File: src/rtl/des_key_sched_dec.sv
`default_nettype none
// ============================================================================
// Module  : des_key_sched_dec
// Brief   : Iterative DES decryption key schedule (K16 first, K1 last),
//           right-rotating C/D per round behind a ready/valid handshake.
// Revision: 1.0
// ============================================================================
module des_key_sched_dec #(
    parameter int IDX_W = 4
) (
    input  logic             clk,
    input  logic             rst_n,
    input  logic             start_i,
    input  logic [55:0]      key_i,
    output logic             busy_o,
    output logic             round_valid_o,
    input  logic             round_ready_i,
    output logic [IDX_W-1:0] round_idx_o,
    output logic [55:0]      cd_o,
    output logic [47:0]      subkey_o,
    output logic             done_o
);

    typedef enum logic [0:0] {
        S_IDLE = 1'b0,
        S_RUN  = 1'b1
    } state_t;

    // PC-2 selection, 1-based from the MSB of C||D
    localparam int PC2_TAB [48] = '{
        14, 17, 11, 24,  1,  5,  3, 28, 15,  6, 21, 10,
        23, 19, 12,  4, 26,  8, 16,  7, 27, 20, 13,  2,
        41, 52, 31, 37, 47, 55, 30, 40, 51, 45, 33, 48,
        44, 49, 39, 56, 34, 53, 46, 42, 50, 36, 29, 32
    };

    state_t           state_q;
    logic             busy_q;
    logic             valid_q;
    logic             done_q;
    logic [IDX_W-1:0] idx_q;
    logic [IDX_W-1:0] idx_d;
    logic [55:0]      cd_q;
    logic [55:0]      cd_d;
    logic             shift_one;
    logic [27:0]      c_half;
    logic [27:0]      d_half;

    // Shift amount is chosen by the index being entered, not the current one
    always_comb begin
        idx_d     = idx_q + IDX_W'(1);
        shift_one = (idx_d == IDX_W'(1)) || (idx_d == IDX_W'(8)) ||
                    (idx_d == IDX_W'(15));
        c_half    = cd_q[55:28];
        d_half    = cd_q[27:0];
        if (shift_one) begin
            cd_d = {c_half[0], c_half[27:1], d_half[0], d_half[27:1]};
        end else begin
            cd_d = {c_half[1:0], c_half[27:2], d_half[1:0], d_half[27:2]};
        end
    end

    always_ff @(posedge clk or negedge rst_n) begin
        if (!rst_n) begin
            state_q <= S_IDLE;
            busy_q  <= 1'b0;
            valid_q <= 1'b0;
            done_q  <= 1'b0;
            idx_q   <= '0;
            cd_q    <= '0;
        end else begin
            done_q <= 1'b0;
            case (state_q)
                S_IDLE: begin
                    if (start_i) begin
                        cd_q    <= key_i;
                        idx_q   <= '0;
                        state_q <= S_RUN;
                        busy_q  <= 1'b1;
                        valid_q <= 1'b1;
                    end
                end
                S_RUN: begin
                    if (round_ready_i) begin
                        if (idx_q == {IDX_W{1'b1}}) begin
                            state_q <= S_IDLE;
                            busy_q  <= 1'b0;
                            valid_q <= 1'b0;
                            done_q  <= 1'b1;
                        end else begin
                            idx_q <= idx_d;
                            cd_q  <= cd_d;
                        end
                    end
                end
                default: begin
                    state_q <= S_IDLE;
                end
            endcase
        end
    end

    genvar i;
    for (i = 0; i < 48; i++) begin : g_pc2
        assign subkey_o[47-i] = cd_q[56-PC2_TAB[i]];
    end

    assign busy_o        = busy_q;
    assign round_valid_o = valid_q;
    assign round_idx_o   = idx_q;
    assign cd_o          = cd_q;
    assign done_o        = done_q;

endmodule
`default_nettype wire

File: config.mk
export PLATFORM = sky130hd
export DESIGN_NAME = des_key_sched_dec
export DESIGN_NICKNAME = d
export VERILOG_FILES = /design/src/rtl/des_key_sched_dec.sv
export SDC_FILE = /design/constraint.sdc
export NUM_CORES = 1
export LEC_CHECK = 0
export ABC_AREA = 0
export BUFFER_PORTS_ARGS = -buffer_cell sky130_fd_sc_hd__clkbuf_2
export CELL_PAD_IN_SITES_DETAIL_PLACEMENT = 1
export CELL_PAD_IN_SITES_GLOBAL_PLACEMENT = 1
export CORE_MARGIN = 3
export CORE_UTILIZATION = 41
export CTS_BUF_LIST = sky130_fd_sc_hd__clkbuf_4
export DETAILED_ROUTE_END_ITERATION = 8
export PLACE_DENSITY = 0.95
export SYNTH_ARGS = -nofsm -noshare
export SYNTH_HDL_FRONTEND = slang
export SYNTH_SLANG_ARGS = --single-unit
File: constraint.sdc
create_clock -name clk -period 2.8 [get_ports clk]
set_input_delay 0.56 -clock clk [delete_from_list [all_inputs] [get_ports clk]]
set_output_delay 0.56 -clock clk [all_outputs]
set_load 0.01 [all_outputs]
After elaboration in Yosys (flattened, before gate mapping)
Cells that the tools add are included.
{"block": "classes", "addsub": 1, "multipliers": 0, "div_mod_pow": 0, "magnitude_cmp": 0, "n_eq_ne": 8, "shifts": 0, "mux": 20, "bitwise": 1, "n_reduce_logical": 4}
{"operator": "56-bit 2-to-1 mux", "count": 4}
{"operator": "56-bit case mux with 2 select lines", "count": 1}
{"operator": "4-bit equality test (second input constant)", "count": 3}
{"operator": "4-bit 2-to-1 mux", "count": 3}
{"operator": "1-bit 2-to-1 mux", "count": 9}
{"operator": "4-bit case mux with 2 select lines", "count": 1}
{"operator": "2-bit inequality test (second input constant)", "count": 3}
{"operator": "3-bit AND reduction", "count": 2}
{"operator": "4-bit by 1-bit adder with 4-bit output (second input constant)", "count": 1}
{"operator": "4-bit by 1-bit equality test with 1-bit output (second input constant)", "count": 1}
{"operator": "1-bit case mux with 2 select lines", "count": 2}
{"operator": "1-bit logical OR", "count": 2}
{"operator": "2-bit by 1-bit inequality test with 1-bit output (second input constant)", "count": 1}
{"operator": "1-bit inverter", "count": 1}
{"block": "totals", "register_bits": 63, "latchBits": 0, "ram_bits": 0, "mem_bits_ro": 0, "in_bits": 60, "out_inout_bits": 111, "elab_cells": 39, "mem_count": 0}

Depth between registers and ports, before layout
Gate-level depths: netlist of run 1.
{"block": "depth", "word_depth": 8, "depth_mapped": 8, "depth_no_buf": 6}

Worst setup path before layout of run 1
OpenSTA, ideal clock, no wires.
{"block": "synth_path", "kind": "reg2reg", "start": "register idx_q[0] (netlist: round_idx_o[0])", "end": "register cd_q[0] (netlist: cd_o[0])", "setup_ns": 0.133, "t_arrival_ns": 1.726, "required_ns": 2.667, "path_slack_ns": 0.941, "path_stages_with_launch": 8, "n_path_buf": 2, "synth_period_minus_slack_ns": 1.859, "cell_sequence": "dfrtp_1 -> ha_1 -> or3_1 -> a21boi_2 -> or2_1 -> buf_6 -> buf_6 -> o211ai_2"}
{"block": "synth_via", "elab_chain_len": 8, "word_cells_on_any_way": 13, "cone_classes": "add/sub (1); eq/ne (5); mux (4); reduce/logical (3)"}
{"element": "from (decl)", "line_no": "41", "rtl": "logic [IDX_W-1:0] idx_q;"}
{"element": "from (signal assigned)", "line_no": "91", "rtl": "idx_q <= idx_d;"}
{"element": "4-bit by 1-bit adder with 4-bit output", "line_no": "51", "rtl": "idx_d = idx_q + IDX_W'(1);"}
{"element": "4-bit by 1-bit equality test with 1-bit output or 4-bit equality test (tied branches)", "line_no": "52", "rtl": "shift_one = (idx_d == IDX_W'(1)) || (idx_d == IDX_W'(8)) ||"}
{"element": "1-bit logical OR (2 in series)", "line_no": "52"}
{"element": "56-bit 2-to-1 mux", "line_no": "56", "rtl": "if (shift_one) begin"}
{"element": "56-bit 2-to-1 mux", "line_no": "85", "rtl": "if (idx_q == {IDX_W{1'b1}}) begin"}
{"element": "56-bit 2-to-1 mux", "line_no": "84", "rtl": "if (round_ready_i) begin"}
{"element": "56-bit case mux with 2 select lines", "line_no": "73", "rtl": "case (state_q)"}
{"element": "to (signal assigned)", "line_no": "76", "rtl": "cd_q <= key_i;"}
{"element": "to (decl)", "line_no": "43", "rtl": "logic [55:0] cd_q;"}
Parallel ways exist; a longest one is shown, timed or not. The select of a mux whose other input is x is not followed.
A chain may end at the register's enable or synchronous reset.

Final worst setup path of run 1
{"block": "layout_path", "start": "register idx_q[0] (netlist: round_idx_o[0])", "end": "register cd_q[38] (netlist: cd_o[38])"}
Same word-level chain as after synthesis.

==> results of run 1 <==
==> state kept, by name (all words and copies together), names as in the netlist <==
name	cells
cd_o	56
round_idx_o	4
done_o	1
round_valid_o	1
state_q	1
==> final timing paths <==
check                           slack (ns)            end  depth (start not counted)            from
worst min-delay path                  0.18       cd_o[48]                          1           rst_n
min in group clk                      0.49       cd_o[51]                          4       key_i[51]
max in group asynchronous             1.92        state_q                          2           rst_n
worst min register to register        0.61  round_valid_o                          2   round_valid_o
worst max register to register        0.46       cd_o[38]                          6  round_idx_o[0]
worst max-delay path                  0.46       cd_o[38]                          6  round_idx_o[0]
==> logic make-up after synthesis <==
kind of cell	Yosys count	share of synthesized area, %
AOI/OAI and AO/OA	236	33.2
and+or+nand+nor	189	20.7
adders and majority gates	3	0.763
buffers and inverters	106	13.3
DFF	63	32.0
==> worst max-delay path, cell delays in order, from the launching register on <==
cell	delay [ns]
dfrtp_1	0.48
ha_1	0.31
or3_1	0.38
a21boi_4	0.14
buf_4	0.55
o211ai_1	0.24
o211ai_1	0.14
==> power groups by stage <==
stage | clock [mW] | sequential (mW) | combinational (mW)
global placement | 0 | 2.14 | 3.63
floorplan | 0 | 2.16 | 2.89
global route | 0.689 | 2.29 | 4.29
detailed placement | 0 | 2.20 | 3.91
finish | 0.641 | 2.20 | 3.88
CTS | 0.652 | 2.19 | 3.92
==> Yosys cell counts, drive strengths merged <==
cell type | n | area [um2]
nand2 | 118 | 443
o211ai | 112 | 991
buf | 71 | 522
dfrtp | 63 | 1580
o21ai | 62 | 310
a21oi | 58 | 294
and3b | 56 | 490
clkbuf | 33 | 124
ha | 3 | 37.5
nor2 | 3 | 11.3
o31ai | 3 | 27.5
and2 | 2 | 12.5
and3 | 2 | 12.5
inv | 2 | 7.51
nand3 | 2 | 10.0
nor2b | 2 | 12.5
a21boi | 1 | 11.3
nand2b | 1 | 6.26
nand4b | 1 | 8.76
or2 | 1 | 6.26
or3 | 1 | 6.26
==> per-layer routing <==
layer | share of wire [%] | vias to the layer above
met5 | 0 | -
met4 | 1.4 | 0
met3 | 4.4 | 25
met2 | 53 | 171
met1 | 41 | 2552
li1 | - | 2299
==> cell type report <==
type / count / area (um2) / share of cell area [%]
clock inverter: 5 / 48.8 / 0.873
inverter: 2 / 7.51 / 0.134
tap: 143 / 179 / 3.20
clock buffer: 11 / 82.6 / 1.48
multi-input combinational: 428 / 2720 / 48.7
timing repair buffer: 181 / 971 / 17.4
sequential: 63 / 1580 / 28.3
==> cells in the final DEF (no fill, tap or decap), drive strengths merged <==
master  netlist  layout
ha            3       3
and2          2       2
clkinv        0       4
o211ai      112     112
inv           2       2
and3b        56      56
clkbuf       33     180
buf          71      12
nand2b        1       1
nor2          3       3
or2           1       1
o31ai         3       3
nor2b         2       2
a21oi        58      58
a21boi        1       1
nand2       118     118
nand3         2       2
dfrtp        63      63
o21ai        62      62
nand4b        1       1
and3          2       2
bufinv        0       1
or3           1       1
==> results.md, run 1 <==
- Status: finished, final reports clean
- Int Power: 3.26 mW
- Inst Count DP: 817
- Gate power share: 57.7%
- Number of max-cap violations: 0
- Netlist cell types: 27
- Dpl hpwl: 11.1 mm
- Mean routed wirelength per cell: 19.7 um
- PD cells: 1200 mW/mm2
- RSZ-0062 raised after global routing: no
- WP data arrival: 2.67 ns
- Startpoint types: register
- Syn Area/Cell: 8.24 um2
- Total CTS buffers: 9
- Worst Slack Setup Final: 0.457 ns
- Final min period: 2.34 ns
- Post-synthesis cell area: 0.00492 mm2
- Clock sink count: 63
- Tcrit/Tclk final: 83.7%
- Layout Nets: 748
- Tot Pwr: 6.72 mW
- Initial antenna violation count: 0
- Proportion of layout cells with a drive suffix above 1: 33.8%
- Sequential group share of total power: 32.7%
- Routed vias: 5,047
- Maximum VDD drop: 0.474 mV
- Clock share of power: 9.5%
- GR Util met3: 2.56%
- Gate Count Post-Synth: 597
- Relative slew slack: 53.2%
- Clk_lat worst skew: 0.41 ns
- # IOs: 171
- Final design utilization: 48.3%
- Via density: 6.06
- Sequential element share of the synthesized area: 32.0%
- Post-CTS resize count: 0
- Total wire length: 16.4 mm
- Post-CTS setup buffers: 0
- Grt met2 use: 44.1%
- Port bufs: 170
- Area growth from synthesis to layout: 13.6%
- Syn_nets: 660
- All-Layer GR Usage: 23.9%
- Net Sw Frac: 51.5%
- GR Overflow Total: 0
- Setup Slack @ Placement: 0.523 ns
- DRC viols: 0
- Top Usage Layer GRT: met2
- Slew @ Worst Pin: 0.702 ns
- First-pass GRT wire length: 25.9 mm
- Net Switching: 3.46 mW
- Setup violators final: 0
- Vias in the first global route: 5,155
- Initial Util: 42.6%
- Hold Slack: 0.175 ns
- GPL Wtd Cong: 0.777
- Starting DRT DRC Count: 314
- Worst setup path class: reg -> reg
- Antenna Nets Post-Route: 0
- Root Buffer: clkbuf_4
- Pin count of the biggest net entering global routing: 81
- Max Clock Skew: 0.0163 ns
- Max Root-Sink Buffers: 2
- Core region area: 0.0116 mm2
- Die extent in x: 116 um
- Element type at the critical path end: register
- DP Area: 0.00546 mm2
- Final slew viol count: 0
- Die area: 0.0134 mm2
- Required time of the critical path: 3.13 ns
- Yosys warns: 0
- CP max FO: 56
- Chip Height: 116 um
- CTS Hold Buffers Added: 0
- Pre-antenna DRT Iters: 4
- HP Class: in -> async
- # diodes: 0
- Layout fillers: 1,466
- Static leakage power: 2.92 nW
- Final hold vios: 0
- Non-Filler Instances: 833
- Clock-pin slew on the worst setup and hold paths: 0.12 ns
- CTS tree: yes
- Register bit total from synthesis: 63
- FMAX: 0.427 GHz
- Std cell rows: 39
- Grt met1 use: 29.4%
- Setup TNS: 0 ns
- H-tree lvl count: 3
- Cell area after layout: 0.00559 mm2
Power figures use the tool's default switching activity.
==> run 2, diff against run 1 <==
--- a/config.mk
+++ b/config.mk
@@ -10,10 +10,10 @@
 export CELL_PAD_IN_SITES_DETAIL_PLACEMENT = 1
 export CELL_PAD_IN_SITES_GLOBAL_PLACEMENT = 1
 export CORE_MARGIN = 3
-export CORE_UTILIZATION = 41
+export CORE_UTILIZATION = 38
 export CTS_BUF_LIST = sky130_fd_sc_hd__clkbuf_4
 export DETAILED_ROUTE_END_ITERATION = 8
-export PLACE_DENSITY = 0.95
+export PLACE_DENSITY = 0.93
 export SYNTH_ARGS = -nofsm -noshare
 export SYNTH_HDL_FRONTEND = slang
 export SYNTH_SLANG_ARGS = --single-unit
==> constraint.sdc (replaced) <==
create_clock -name clk -period 2.35 [get_ports clk]
set_input_delay 0.47 -clock clk [delete_from_list [all_inputs] [get_ports clk]]
set_output_delay 0.47 -clock clk [all_outputs]
set_load 0.01 [all_outputs]
==> run 2 against run 1 <==
  * Clock-buffer cell count shrank 2
  * Critical path depth did not move
  * Via count fell by 1.3%
  * Largest cell class unchanged
  * First-iteration DRC count rose by 18%
  * Sequential share of layout area shrank 0.42 points
==> results.md, run 2 (synthesis gave the netlist of run 1 again) <==
- Status: finished, final reports clean
- Vias in the first global route: 5,079
- Final min period: 2.17 ns
- CP max FO: 40
- Area growth from synthesis to layout: 15.3%
- Pin count of the biggest net entering global routing: 116
- Number of flip-flops in the largest register: 56
- Static leakage power: 2.94 nW
- Dpl hpwl: 10.6 mm
- H-tree lvl count: 3
- PD cells: 1440 mW/mm2
- Final slew viol count: 0
- All-Layer GR Usage: 22.1%
- Initial antenna violation count: 0
- Layout Nets: 748
- Proportion of layout cells with a drive suffix above 1: 33.9%
- Max Root-Sink Buffers: 2
- Commonest non-fill, non-tap cell in the layout: clkbuf_2
- Relative slew slack: 63.2%
- WP data arrival: 2.52 ns
- Setup violators final: 0
- First-pass GRT wire length: 26.2 mm
- Chip Height: 120 um
- Std cell rows: 40
- Total CTS buffers: 9
- Number of max-cap violations: 0
- Max Clock Skew: 0.0162 ns
- Pre-antenna DRT Iters: 4
- Tcrit/Tclk final: 92.3%
- Startpoint types: register
- Mean routed wirelength per cell: 18.8 um
- Starting DRT DRC Count: 371
- Die extent in x: 120 um
- Clock sink count: 63
- Antenna Nets Post-Route: 0
- HP Class: in -> async
- CTS tree: yes
- Total wire length: 16.1 mm
- Required time of the critical path: 2.70 ns
- Inst Count DP: 842
- Initial Util: 40.0%
- Final hold vios: 0
- Element type at the critical path end: register
- Slew @ Worst Pin: 0.551 ns
- DP Area: 0.00551 mm2
- Post-CTS setup buffers: 0
- Root Buffer: clkbuf_4
- Clock-pin slew on the worst setup and hold paths: 0.12 ns
- Port bufs: 170
- Die area: 0.0144 mm2
- Non-Filler Instances: 858
- Routed vias: 4,983
- GPL Wtd Cong: 0.826
- Worst setup path class: reg -> reg
- Via density: 5.81
- Commonest non-fill, non-tap cells in the layout: clkbuf_2, nand2_1, o211ai_1
- # diodes: 0
- Core region area: 0.0123 mm2
- # IOs: 171
- Maximum VDD drop: 0.472 mV
- FMAX: 0.461 GHz
- Clk_lat worst skew: 0.44 ns
- DRC viols: 0
- RSZ-0062 raised after global routing: no
- Cell area after layout: 0.00567 mm2
- GR Overflow Total: 0
-- run 2: critical path: stages (launching register included) --
cell and delay (ns):
dfrtp_1 0.48, ha_1 0.33, or3_1 0.38, a21boi_4 0.17
buf_4 0.42, o211ai_1 0.17, o211ai_1 0.11
-- run 2: worst paths after layout --
kind	slack, ns	depth (start not counted)	startpoint	end
max in group asynchronous	2.00	2	rst_n	state_q
min reg2reg	0.60	2	round_valid_o	round_valid_o
max	0.18	6	round_idx_o[0]	cd_o[36]
min	0.02	2	rst_n	cd_o[47]
max reg2reg	0.18	6	round_idx_o[0]	cd_o[36]
min in group clk	0.37	4	key_i[3]	cd_o[3]
-- run 2: per-stage QoR --
stage	hold slack [ns]	TNS (ns)	util, %	total power, mW	worst slack [ns]
2_1_floorplan	0.174	0	-	6.01	0.491
3_3_place_gp	0.518	0	44.8	6.98	0.190
3_5_place_dp	0.516	-0.0353	44.8	7.31	-0.0172
4_1_cts	0.0255	0	46.1	8.21	0.178
5_1_grt	0.0458	0	46.1	8.81	0.0226
6_report	0.0155	0	46.1	8.15	0.180
-- run 2: layout make-up --
cell class                 instances  area [um2]
fill                            1572        6640
multi-input combinational        428        2720
sequential                        63        1580
timing repair buffer             181         996
tap                              168         210
clock inverter                     7        87.6
clock buffer                       9        67.6
inverter                           2        7.51
-- run 2: where the power goes --
| part | total [mW] | internal (mW) | leakage [nW] | switching [mW] |
|---|---|---|---|---|
| clock | 0.884 | 0.423 | 0.0855 | 0.461 |
| combinational | 4.65 | 1.95 | 2.14 | 2.70 |
| sequential | 2.62 | 1.64 | 0.711 | 0.974 |
| total | 8.15 | 4.02 | 2.94 | 4.13 |
-- run 2: repair_timing --
item,in CTS,in global routing
hold endpoints to repair,0,0
hold buffers,0,0
resized for setup,1,0
endpoints found under the setup margin,19,0
-- run 2: per-layer routing --
metal  up-vias  share of wire [%]  GRT usage, %
met5         -                  0             0
met4         0               0.99          5.58
met3        12                4.8          3.11
met2       156                 51          38.6
met1      2515                 43          28.9
li1       2300                  -             -
==> run 3, diff against run 2 <==
--- a/config.mk
+++ b/config.mk
@@ -14,6 +14,7 @@
 export CTS_BUF_LIST = sky130_fd_sc_hd__clkbuf_4
 export DETAILED_ROUTE_END_ITERATION = 8
 export PLACE_DENSITY = 0.93
+export RECOVER_POWER = 25
 export SYNTH_ARGS = -nofsm -noshare
 export SYNTH_HDL_FRONTEND = slang
 export SYNTH_SLANG_ARGS = --single-unit
==> run 3 against run 2 <==
  * The flow now finishes with violations (capacitance limit, slew limit)
  * Register-to-register slack is essentially flat
  * Power is essentially flat
  * Setup slack lost 0.0097 ns
  * Largest power group unchanged
==> results.md, run 3 (synthesis gave the netlist of run 1 again) <==
- Root Buffer: clkbuf_4
- CTS tree: yes
- Initial Util: 40.0%
- Layout fillers: 1,574
- Tcrit/Tclk final: 92.7%
- Commonest non-fill, non-tap cell in the layout: clkbuf_2
- CTS Hold Buffers Added: 0
- Chip Height: 120 um
- HP Class: in -> reg
- Crit-path max cell delay: 0.49 ns
- Worst Slack Setup Final: 0.171 ns
- Layout Nets: 748
- Port bufs: 170
- Static leakage power: 2.94 nW
- RSZ-0062 raised after global routing: no
- Max Clock Skew: 0.0162 ns
- Pre-antenna DRT Iters: 4
- Element type at the critical path end: register
- Post-CTS resize count: 1
- Pin count of the biggest net entering global routing: 116
- Slew @ Worst Pin: 1.66 ns
- Startpoint types: register
- Final hold vios: 0
- Area growth from synthesis to layout: 15.0%
- Setup violators final: 0
- Tot Pwr: 8.16 mW
- Relative slew slack: -10.9%
- Total wire length: 16.1 mm
- Die extent in x: 120 um
- Setup Slack @ Placement: -0.0172 ns
- First-pass GRT wire length: 26.2 mm
- PD cells: 1440 mW/mm2
- Clk_lat worst skew: 0.44 ns
- GR Overflow Total: 0
- FMAX: 0.459 GHz
- Status: finished, violations left
- Number of flip-flops in the largest register: 56
- Commonest non-fill, non-tap cells in the layout: clkbuf_2, nand2_1, o211ai_1
- Mean routed wirelength per cell: 18.8 um
- GPL Wtd Cong: 0.826
- Slowest CP cell: dfrtp_1
- Starting DRT DRC Count: 371
- Maximum VDD drop: 0.478 mV
- Clock sink count: 63
- Post-CTS setup buffers: 0
- Hold Slack: 0.375 ns
- Failing checks: capacitance limit, slew limit
- Final min period: 2.18 ns
- Worst setup path class: reg -> reg
- DRC viols: 0
- # diodes: 0
- Std cell rows: 40
- Vias in the first global route: 5,079
- WP data arrival: 2.55 ns
- Footprint of the multi-input gates: 0.00272 mm2
- Number of max-cap violations: 1
- H-tree lvl count: 3
- Die area: 0.0144 mm2
- Cell chain of the critical path: ha_1 -> or3_1 -> a21boi_4 -> buf_4 -> o211ai_1 -> o211ai_2
- Initial antenna violation count: 0
- Core region area: 0.0123 mm2
- Inst Count DP: 842
- Non-Filler Instances: 858
- Setup TNS: 0 ns
- Final design utilization: 45.9%
- Reg area: 0.00158 mm2
- Final slew viol count: 64
- Total CTS buffers: 9
- All-Layer GR Usage: 22.1%
- Proportion of layout cells with a drive suffix above 1: 33.9%
- Dpl hpwl: 10.6 mm
- # IOs: 171
- CP max FO: 40
- Required time of the critical path: 2.72 ns
- DP Area: 0.00551 mm2
- Via density: 5.82
- Cell area after layout: 0.00566 mm2
- Clock-pin slew on the worst setup and hold paths: 0.12 ns
- Antenna Nets Post-Route: 0
- Routed vias: 4,991
- Max Root-Sink Buffers: 2
==> run 3: cell count changes in the layout (fill, tap and decap cells not counted) <==
cell | before | now
clkbuf_2 | 169 | 170
buf_12 | 5 | 4
==> run 3: per-layer routing <==
layer  global-route usage, %  routed length (um)  up-vias
met5                       0                   0        -
met4                    5.58                 169        0
met3                    3.11                 773       14
met2                    38.6                7990      165
met1                    28.9                7160     2510
li1                        -                   -     2302
==> run 3: path summary, 6_finish.rpt <==
| kind | from | endpoint | slack (ns) | cells past startpoint |
|---|---|---|---|---|
| worst max-delay path | round_idx_o[0] | cd_o[1] | 0.17 | 6 |
| worst min-delay path | key_i[18] | cd_o[18] | 0.38 | 4 |
| worst max register to register | round_idx_o[0] | cd_o[1] | 0.17 | 6 |
| worst min register to register | round_valid_o | round_valid_o | 0.60 | 2 |
| max in group asynchronous | rst_n | state_q | 0.60 | 2 |
| min in group asynchronous | rst_n | cd_o[47] | 0.53 | 2 |
==> run 3: final cells by class <==
class | count | area share (%)
repair buffers | 181 | 17.3
well taps | 168 | 3.72
clock inverters | 7 | 1.55
flip-flops and latches | 63 | 27.9
inverters | 2 | 0.133
multi-input cells | 428 | 48.1
clock buffers | 9 | 1.19
==> run 3: power breakdown <==
group	switching [mW]	leakage [nW]	internal, mW
sequential	0.975	0.711	1.64
combinational	2.71	2.14	1.95
clock	0.461	0.0855	0.423
total	4.14	2.94	4.01
==> run 3: worst max-delay path: cells and delay by family (launching register included) <==
family	cells	cell delay, ns
flip-flops	1	0.49
AO/OA/AOI/OAI	3	0.47
buffers and inverters	1	0.42
AND/OR/NAND/NOR	1	0.38
adder cells (fa/ha/maj)	1	0.33
